<file path="src/rtl/led_pattern_pkg.sv">
// Shared mode encodings and period lengths for the LED pattern generator.
package led_pattern_pkg;

    localparam logic [1:0] MODE_FILL_DRAIN = 2'd0;
    localparam logic [1:0] MODE_CHASE      = 2'd1;
    localparam logic [1:0] MODE_BOUNCE     = 2'd2;
    localparam logic [1:0] MODE_BLINK      = 2'd3;

    // Final step index of each mode's period for an n-LED bus.
    function automatic int unsigned last_step(input logic [1:0] mode, input int unsigned n);
        int unsigned r;
        case (mode)
            MODE_FILL_DRAIN: r = 2 * n - 1;
            MODE_CHASE:      r = n - 1;
            MODE_BOUNCE:     r = 2 * n - 3;
            default:         r = 1;
        endcase
        return r;
    endfunction

endpackage

</file>
<file path="src/rtl/led_pattern_gen_tick_gen.sv">
// Prescaler: pulses tick on every DIV-th enabled cycle; clr restarts the count.
module tick_gen #(
    parameter int unsigned DIV = 1
) (
    input  logic clk,
    input  logic reset,
    input  logic en,
    input  logic clr,
    output logic tick
);

    generate
        if (DIV == 1) begin : g_nodiv
            logic w_unused;
            assign w_unused = &{1'b0, clk, reset};
            assign tick     = en & ~clr;
        end else begin : g_div
            localparam int unsigned PW = $clog2(DIV);
            logic [PW-1:0] r_p;

            assign tick = en & ~clr & (r_p == PW'(DIV - 1));

            // Count freezes while en is low so a step always spans DIV enabled cycles.
            always_ff @(posedge clk or negedge reset) begin
                if (!reset) begin
                    r_p <= '0;
                end else if (clr || tick) begin
                    r_p <= '0;
                end else if (en) begin
                    r_p <= r_p + PW'(1);
                end
            end
        end
    endgenerate

endmodule

</file>
<file path="src/rtl/led_pattern_gen.sv">
// Multi-mode LED pattern generator: fill/drain, chase, bounce and blink on an N-bit bus.
module led_pattern_gen
    import led_pattern_pkg::*;
#(
    parameter int unsigned N   = 8,
    parameter int unsigned DIV = 1
) (
    input  logic         clk,
    input  logic         reset,
    input  logic         en,
    input  logic [1:0]   mode,
    output logic [N-1:0] out,
    output logic         wrap
);

    localparam int unsigned KW = $clog2(2 * N);

    logic [1:0]    r_mode_q;
    logic [KW-1:0] r_k;
    logic [N-1:0]  r_out;
    logic          r_wrap;

    logic          w_restart;
    logic          w_tick;
    logic          w_at_last;
    logic [KW-1:0] w_last;
    logic [KW-1:0] w_k_next;

    // LED image for step k of mode m; shifts are N bits wide and drop overflow.
    function automatic logic [N-1:0] f_pattern(input logic [1:0] m, input logic [KW-1:0] k);
        logic [N-1:0] ones;
        logic [N-1:0] one;
        int unsigned  ki;
        ones = '1;
        one  = N'(1);
        ki   = 32'(k);
        case (m)
            MODE_FILL_DRAIN: begin
                if (ki == 0)      f_pattern = '0;
                else if (ki <= N) f_pattern = ones >> (N - ki);
                else              f_pattern = ones << (ki - N);
            end
            MODE_CHASE:  f_pattern = one << ki;
            MODE_BOUNCE: f_pattern = (ki < N) ? (one << ki) : (one << (2 * N - 2 - ki));
            default:     f_pattern = (ki == 0) ? '0 : ones;
        endcase
    endfunction

    assign w_restart = (mode != r_mode_q);
    assign w_last    = KW'(last_step(r_mode_q, N));
    assign w_at_last = (r_k == w_last);
    assign w_k_next  = w_at_last ? '0 : r_k + KW'(1);

    tick_gen #(
        .DIV (DIV)
    ) u_tick_gen (
        .clk   (clk),
        .reset (reset),
        .en    (en),
        .clr   (w_restart),
        .tick  (w_tick)
    );

    // A mode change overrides any tick and restarts the new pattern at step 0.
    always_ff @(posedge clk or negedge reset) begin
        if (!reset) begin
            r_mode_q <= MODE_FILL_DRAIN;
            r_k      <= '0;
            r_out    <= '0;
            r_wrap   <= 1'b0;
        end else if (w_restart) begin
            r_mode_q <= mode;
            r_k      <= '0;
            r_out    <= f_pattern(mode, KW'(0));
            r_wrap   <= 1'b0;
        end else if (w_tick) begin
            r_k      <= w_k_next;
            r_out    <= f_pattern(r_mode_q, w_k_next);
            r_wrap   <= w_at_last;
        end else begin
            r_wrap   <= 1'b0;
        end
    end

    assign out  = r_out;
    assign wrap = r_wrap;

endmodule
</file>
<file path="config.mk">
export PLATFORM = sky130hd
export DESIGN_NAME = led_pattern_gen
export DESIGN_NICKNAME = d
export VERILOG_FILES = /design/src/rtl/led_pattern_pkg.sv /design/src/rtl/led_pattern_gen_tick_gen.sv /design/src/rtl/led_pattern_gen.sv
export SDC_FILE = /design/constraint.sdc
export NUM_CORES = 1
export LEC_CHECK = 0
export ABC_CLOCK_PERIOD_IN_PS = 3400
export CAP_MARGIN = 20
export CELL_PAD_IN_SITES_DETAIL_PLACEMENT = 0
export CELL_PAD_IN_SITES_GLOBAL_PLACEMENT = 1
export CORE_MARGIN = 3
export CORE_UTILIZATION = 45
export CTS_BUF_LIST = sky130_fd_sc_hd__clkbuf_8
export DETAILED_ROUTE_END_ITERATION = 8
export MAX_ROUTING_LAYER = met4
export PLACE_DENSITY_LB_ADDON = 0.1
export SLEW_MARGIN = 20
export SYNTH_ARGS = -nofsm -noshare
export SYNTH_HDL_FRONTEND = slang
export SYNTH_HIERARCHICAL = 1
export SYNTH_SLANG_ARGS = --single-unit
</file>
<file path="constraint.sdc">
create_clock -name clk -period 3.4 [get_ports clk]
set_clock_uncertainty 0.1 [all_clocks]
set_input_delay 0.34 -clock clk [delete_from_list [all_inputs] [get_ports clk]]
set_output_delay 0.34 -clock clk [all_outputs]
set_load 0.01 [all_outputs]
</file>
# --- After elaboration in Yosys (flattened, before gate mapping) ---
# Index checks and enable logic that the tools add are counted.
word_totals:
  reg_bits: 15
  wordCells: 40
classes:
  magnitude_cmp: 2
  reduce_logical: 4
  mux: 14
  addsub: 4
  eq_ne: 6
  shift: 4
  bitwise: 2
op_table:
  columns: ["operator", "count"]
  rows:
  - ["$mux 8", 6]
  - ["$shl 1x32->8 const A", 1]
  - ["$shl 8x32->8 const A", 1]
  - ["$shr 8x32->8 const A", 1]
  - ["$pmux 8 s3", 1]
  - ["$mux 4", 3]
  - ["$pmux 4 s3", 1]
  - ["$sub 4x4->5 const A", 2]
  - ["$shl 1x4->8 const A", 1]
  - ["$sub 4x4->5 const B", 1]
  - ["$add 4x1->4 const B", 1]
  - ["$eq 2x1->1 const B", 2]
  - ["$eq 2x2->1 const B", 2]
  - ["$eq 4x4->1", 1]
  - ["$le 4x4->1 const B", 1]
  - ["$logic_not 4->1", 1]
  - ["$lt 4x4->1 const B", 1]
  - ["$mux 1", 3]
  - ["$logic_not 2->1", 1]
  - ["$ne 2x2->1", 1]
  - ["$reduce_bool 2->1", 1]
  - ["$reduce_or 2->1", 1]
  - ["$and 1x1->1", 1]
  - ["$not 1->1", 1]

# --- Logic depth before layout (Yosys ltp) ---
# Gate-level depths: netlist (run 1).
depth:
  ltp_word: 11
  ltp_mapped: 12
  mapped_depth_nobuf: 10

# --- Hierarchy ---
# The synthesis (run 1) kept the hierarchy.
modules_own_cells:
  columns: ["mod", "instances", "area_per_inst_um2", "cells_each", "seq_area_each_um2"]
  rows:
  - ["led_pattern_gen", 1, 1677.9, 205, 375.4]
  - ["tick_gen", 1, 13.8, 1, 0.0]

# --- Least setup slack after synthesis (run 1) ---
# No wires, ideal clock.
synth_path:
  kind: "reg2reg"
  start: "register r_k[0]"
  end: "register r_out[5], in the netlist out[5]"
  path_buffers: 3
  period_less_slack_ns: 3.034
  setup_slack_ns: 0.366
  required_ns: 3.196
  setup_time_ns: 0.104
  arrival_ns: 2.830
  stages_incl_launch_ff: 12
  cell_sequence: "dfrtp_1 buf_2 clkinv_1 ha_1 clkbuf_1 a21oi_1 ha_1 clkbuf_1 or4_1 a21oi_1 o311ai_1 o311ai_1"
synth_between:
  elab_chain_len: 9
synth_rtl:
  columns: ["item", "line_no", "text"]
  rows:
  - ["from (decl)", "led_pattern_gen.sv:19", "logic [KW-1:0] r_k;"]
  - ["from (signal assigned)", "led_pattern_gen.sv:77", "r_k <= w_k_next;"]
  - ["$add 4x1->4 or $eq 4x4->1 (tied branches)", "led_pattern_gen.sv:52, led_pattern_gen.sv:51", null]
  - ["$mux 4 *", "led_pattern_gen.sv:52", "assign w_k_next = w_at_last ? '0 : r_k + KW'(1);"]
  - ["$sub 4x4->5 (on tied branches)", "led_pattern_gen.sv:41, led_pattern_gen.sv:40", null]
  - ["$shl 8x32->8 or $shr 8x32->8 (tied branches)", "led_pattern_gen.sv:41, led_pattern_gen.sv:40", null]
  - ["$mux 8", "led_pattern_gen.sv:40", "else if (ki <= N) f_pattern = ones >> (N - ki);"]
  - ["$mux 8", "led_pattern_gen.sv:39", "if (ki == 0) f_pattern = '0;"]
  - ["$pmux 8 s3 *", "led_pattern_gen.sv:37", "case (m)"]
  - ["$mux 8 *", "led_pattern_gen.sv:76", "end else if (w_tick) begin"]
  - ["$mux 8 *", "led_pattern_gen.sv:71", "end else if (w_restart) begin"]
  - ["to (signal assigned)", "led_pattern_gen.sv:74", "r_out <= f_pattern(mode, KW'(0));"]
  - ["to (signal assigned)", "led_pattern_gen.sv:78", "r_out <= f_pattern(r_mode_q, w_k_next);"]
  - ["to (decl)", "led_pattern_gen.sv:20", "logic [N-1:0] r_out;"]
# Every way passes the cells marked *; elsewhere a longest branch is shown, timed or not. The select of a mux whose other input is x is not followed.
# A chain may end at the register's enable or synchronous reset.

# --- Worst setup path after layout (run 1) ---
layout_path:
  start: "register r_k[3]"
  end: "register r_out[5], in the netlist out[5]"
# Same word-level chain as after synthesis.

==> metrics.yaml, run 1 <==
critPathKind: "flip-flop to flip-flop"
synth_flop_cell: "dfrtp_1"
cp_max_fo: 16
synth-xor-area-share_pct: 7.17
fmax_ghz: 0.325
tightest_slew_ns: 0.719
hp-class: "flip-flop to flip-flop"
cap_violations: 0
fill_cells: 337
final_common_cell: "nand2_1"
netlist.area_leader.share_pct: 22.2
drt-total-wl_um: 5110
die_y_um: 67.3
max_slew_margin_pct: 51.9
synth_area_leader_cell: "dfrtp_1"
grt_pass1_wl_um: 8490
drive_above_1_share_pct: 13.5
fin_crit_ns: 3.08
fin_crit_sh_pct: 90.5
required_ns: 3.44
syn_area_per_cell_um2: 8.21
drc_errors: 0
cts_sinks: 15
worstSetupStartpointType: "flip-flop"
cts_root_buffer: "clkbuf_8"
antenna_cells: 0
synthTopCellsByArea: "dfrtp_1, ha_1, nand2_1"
grt_pass1_vias: 1701
fp.dieW_um: 67.3
synth_compound_area_share_pct: 32.5
numPortBuffers: 13
power_leakage_nw: 0.717
tritoncts: "built"
endpoint_kind: "flip-flop"
cts_resized: 0
fin_area_um2: 1910
vias: 1699
postCtsSetupBuffers: 0
layout.nets: 227
std_cell_rows: 21
synthMuxAreaShare_pct: 0.592
hpwl_um: 3820
numCtsBuffers: 3
critPathArrivalTime_ns: 3.12
drt_iter0_drc: 194
ys.warnings.count: 6
syn_area_um2: 1690
setup_tns_ns: 0
synth_edf_count: 0
peakVddDrop_mv: 0.181
dr.pass1.iters: 5
h-tree-depth: 1
clk_latency_ns: 0.25
status: "finished clean"
gp_congestion: 0.944
area_growth_pct: 12.6
grt_use_total_pct: 25.8
layout_common_cells: "nand2_1, nor2_1, dfrtp_1, a21oi_1, clkdlybuf4s50_1"
post_drt_wl_per_cell_um: 19.6
p_per_area_nw_per_um2: 228
clk_pin_slew_worst_paths_ns: 0.06
ctsHoldBuffers: 0
final_max_slew_viol_count: 0
core_area_um2: 3470
synthAdderAreaFrac_pct: 4.44
synth_seq_cells: 15
async_flop_share_pct: 100
antenna_left: 0
vias_per_cell: 6.51
setup_viol: 0
postLayoutCoreUtil_pct: 54.9
finalHoldViolCount: 0
antenna_found_initial: 0
dieArea_um2: 4530
syn_nets: 217
synth_cell_types: 65
rsz0062_at_grt: "false"
yosysSeqAreaShare_pct: 22.2
synthSimpleGateAreaFrac_pct: 25.1
placed_area_um2: 1860
synth_top_family_by_area: "compound AO/OA/AOI/OAI gates"
synthCells: 206
grt_start_max_net_pins: 17
clockBufferDepth: 2
ios: 14
grt_overflow: 0
initial_core_util_pct: 48.8
## worst max-delay path, stage by stage (launching register included)
cell,delay [ns]
dfrtp_1,0.52
and4bb_4,0.28
a22o_4,0.28
o21ai_4,0.25
nand2_4,0.11
ha_1,0.41
or4_1,0.53
a21oi_1,0.22
o311ai_1,0.14
o311ai_1,0.13
## state kept, by name, summed over array words and instances (netlist names)
| name | count |
|---|---|
| r_k | 4 |
| r_mode_q | 2 |
| wrap | 1 |
| out | 8 |
## report_power, final
group	internal, W	leakage [nW]	total (W)	switching, W
Combinational	0.0000374	0.488	0.0000980	0.0000606
Clock	0.0000803	0.0269	0.000148	0.0000675
Sequential	0.000184	0.202	0.000189	0.00000560
## final cells by class
cell class                      instances  area [um^2]  area share [%]
Clock buffer                            3         41.3            2.17
Timing Repair Buffer                   22          198            10.4
Clock inverter                          1         3.75           0.197
Inverter                               10         50.0            2.63
Tap cell                               46         57.6            3.02
Sequential cell                        15          375            19.7
Multi-Input combinational cell        164         1180            61.9
## metal layers
| layer | global-route usage [%] | share of wire [%] | vias up |
|---|---|---|---|
| li1 | - | - | 794 |
| met1 | 34.2 | 44 | 785 |
| met2 | 38.3 | 44 | 101 |
| met3 | 4.33 | 9.2 | 19 |
| met4 | 11.6 | 2.7 | 0 |
| met5 | - | 0 | - |
## worst paths after layout
check,cells past startpoint,slack (ns),start,end
min in group asynchronous,1,0.41,reset,r_mode_q[0]
setup reg to reg,9,0.32,r_k[3],out[5]
hold reg to reg,2,0.40,out[6],out[6]
setup / recovery,9,0.32,r_k[3],out[5]
hold / removal,2,0.40,out[6],out[6]
max in group asynchronous,1,2.33,reset,out[7]
## cells in the mapped netlist, types with 3 or more instances
master / n
a21bo_2: 3
o221ai_1: 3
a41oi_1: 3
a21oi_1: 14
nand2_1: 20
nor3_1: 6
inv_1: 8
o311ai_1: 3
o21ai_0: 8
nand2b_1: 5
a211oi_1: 3
nor2b_1: 3
xnor2_1: 6
dfrtp_1: 15
clkbuf_1: 7
or4_1: 3
a221oi_1: 3
a32oi_1: 5
buf_2: 5
and2_1: 3
ha_1: 6
nor2_1: 15
a31oi_1: 5
nand3_1: 5
## kinds of logic after synthesis
family | Yosys count
compound gates | 70
xor+xnor | 10
fa+ha+maj | 6
buf+inv | 27
flops | 15
mux | 1
simple gates | 77
## stage by stage
step                      hold slack (ns)  setup WS, ns  cells  total power [W]
final                               0.396         0.323    261         0.000435
after global routing                0.447         0.111    261         0.000457
after floorplan                   -0.0556         0.366    206         0.000253
after detailed placement            0.383         0.366    257         0.000288
after CTS                           0.393         0.358    261         0.000435
after global placement              0.370         0.485    257         0.000288
No activity file was read; power rests on OpenSTA's default activity.
==> inputs of run 2 (changes only) <==
--- a/config.mk
+++ b/config.mk
@@ -15,6 +15,7 @@
 export DETAILED_ROUTE_END_ITERATION = 8
 export MAX_ROUTING_LAYER = met4
 export PLACE_DENSITY_LB_ADDON = 0.1
+export REMOVE_ABC_BUFFERS = 1
 export SLEW_MARGIN = 20
 export SYNTH_ARGS = -nofsm -noshare
 export SYNTH_HDL_FRONTEND = slang
==> run 2 against run 1 <==
Net effect:
- register-to-register slack barely moved
- die area did not move
- first-iteration DRC count rose by 22%
- clock-buffer cell count did not move
- sequential share of layout area fell by 0.077 points
- final area rose by 0.39%
- setup slack got worse by 0.014 ns
- via count rose by 1.8%
- critical path type unchanged
- critical endpoint unchanged
==> metrics.yaml, run 2 (synthesized netlist as in run 1, its figures left out) <==
status: "finished clean"
endpoint_kind: "flip-flop"
min-delay-start: "out[6]"
grt_pass1_wl_um: 8040  # -5.4%
worst-r2r-setup-slack_ns: 0.31  # about the same
grt_use_total_pct: 24.5  # -1.3 points
dpl.cell_count: 258  # +0.39%
hpwl_um: 3870  # +1.5%
worstSetupStartpointType: "flip-flop"
hold_depth: 2  # unchanged
rsz0062_at_grt: "false"
gp_congestion: 0.962  # +1.9%
stdcell_count: 262  # +0.38%
antenna_cells: 0  # unchanged
numCtsBuffers: 3  # unchanged
p_int_w: 0.000302  # +0.27%
rr_worst_depth: 10  # +1
dieArea_um2: 4530  # unchanged
initial_core_util_pct: 48.8  # unchanged
fin_crit_ns: 3.09  # +0.0141 ns
grt_overflow: 0  # unchanged
power_frac_seq_pct: 43.5  # about the same
setup_viol: 0  # unchanged
clk_pin_slew_worst_paths_ns: 0.07  # about the same
ios: 14  # unchanged
h-tree-depth: 1  # unchanged
fin_ws_ns: 0.309  # -0.0141 ns
required_ns: 3.44  # about the same
max_slew_margin_pct: 48.1  # -3.8 points
clockBufferDepth: 2  # unchanged
antenna_found_initial: 0  # unchanged
grt_pass1_vias: 1571  # -7.6%
fp.dieW_um: 67.3  # unchanged
clock_power_share_pct: 33.8  # -0.2 points
vias: 1729  # +1.8%
layout.nets: 228  # +0.44%
die_y_um: 67.3  # unchanged
p_per_area_nw_per_um2: 227  # -0.39%
cts_sinks: 15  # unchanged
critPathArrivalTime_ns: 3.13  # about the same
numPortBuffers: 13  # unchanged
postCtsSetupBuffers: 0  # unchanged
setup_tns_ns: 0  # unchanged
p_switching_w: 0.000133  # -0.58%
power_leakage_nw: 0.721  # +0.58%
r2r_end: "out[5]"
drt_iter0_drc: 236  # +22%
clk_latency_ns: 0.24  # about the same
area_growth_pct: 13.1
std_cell_rows: 21  # unchanged
p_comb_share_pct: 22.8  # +0.3 points
switching_share_pct: 30.6  # -0.18 points
cp_max_fo: 17  # +1
peakVddDrop_mv: 0.193  # +7.0%
antenna_left: 0  # unchanged
cts_resized: 0  # unchanged
final_max_slew_viol_count: 0  # unchanged
r2r-start: "r_k[1]"
cap_violations: 0  # unchanged
critPathKind: "flip-flop to flip-flop"
final_common_cell: "nand2_1"
tightest_slew_ns: 0.776  # +0.0564 ns
fmax_ghz: 0.324  # -0.46%
holdPathEnd: "out[6]"
fin_area_um2: 1910  # +0.39%
dr.pass1.iters: 5  # unchanged
drc_errors: 0  # unchanged
largest_reg_flops: 8  # unchanged
core_area_um2: 3470  # unchanged
grt_start_max_net_pins: 18  # +1
ctsHoldBuffers: 0  # unchanged
drt-total-wl_um: 5050  # -1.2%
cts_root_buffer: "clkbuf_8"
pre_cts_slack_ns: 0.360  # -0.00670 ns
finalHoldViolCount: 0  # unchanged
tritoncts: "built"
drive_above_1_share_pct: 13.9  # +0.40 points
fin_crit_sh_pct: 90.9  # +0.41 points
layout_common_cells: "nand2_1, nor2_1, dfrtp_1, a21oi_1, clkdlybuf4s50_1"
post_drt_wl_per_cell_um: 19.3  # -1.6%
hp-class: "flip-flop to flip-flop"
placed_area_um2: 1870  # +0.40%
vias_per_cell: 6.60  # +1.4%
## run 2: cell type report
type / count / area, um^2
fill: 360 / 1560
tap: 46 / 57.6
inverter: 10 / 50.0
clock inverter: 1 / 3.75
sequential: 15 / 375
timing repair buffer: 23 / 205
multi-input combinational: 164 / 1180
clock buffer: 3 / 41.3
## run 2: worst max-delay path by stage
stage,start,end,slack [ns],depth (start not counted)
3_5_place_dp,r_k[1],out[5],0.36,10
4_1_cts,r_k[1],out[5],0.35,10
2_1_floorplan,r_k[0],out[5],0.32,8
3_3_place_gp,r_k[1],out[5],0.46,10
6_report,r_k[1],out[5],0.31,10
5_1_grt,r_k[1],out[5],0.22,10
## run 2: power groups by stage
stage	Sequential, W	Clock [W]	Combinational, W
after detailed placement	0.000192	0	0.0000973
after CTS	0.000189	0.000149	0.0000979
after global routing	0.000190	0.000158	0.000108
after floorplan	0.000196	0	0.0000514
after global placement	0.000192	0	0.0000967
final	0.000189	0.000147	0.0000990
## run 2: through the flow
step / power [W] / hold WS [ns] / utilization, %
floorplan: 0.000248 / -0.0556 / -
global placement: 0.000289 / 0.375 / 53.9
detailed placement: 0.000290 / 0.386 / 53.9
CTS: 0.000436 / 0.404 / 55.2
global route: 0.000456 / 0.446 / 55.2
finish: 0.000435 / 0.404 / 55.2
## run 2: routing by layer
layer  vias up  share of wire [%]  track usage, %
li1        794                  -               -
met1       813                 42            34.1
met2       101                 44            35.8
met3        21                 11            3.99
met4         0                3.0            8.61
met5         -                  0               -
## run 2: worst max-delay path, stage by stage, from the launching register on
cell,delay (ns)
dfrtp_1,0.63
and4bb_4,0.28
a22o_4,0.28
o21ai_4,0.24
nand2_4,0.11
ha_1,0.30
buf_4,0.17
or4_1,0.46
nor3_1,0.15
o311ai_1,0.13
o311ai_1,0.14
==> inputs of run 3 (changes only) <==
--- a/config.mk
+++ b/config.mk
@@ -13,6 +13,7 @@
 export CORE_UTILIZATION = 45
 export CTS_BUF_LIST = sky130_fd_sc_hd__clkbuf_8
 export DETAILED_ROUTE_END_ITERATION = 8
+export HOLD_SLACK_MARGIN = 0.12
 export MAX_ROUTING_LAYER = met4
 export PLACE_DENSITY_LB_ADDON = 0.1
 export REMOVE_ABC_BUFFERS = 1
==> results of run 3 <==
Final layout, timing and power as in run 2 (identical DEF).
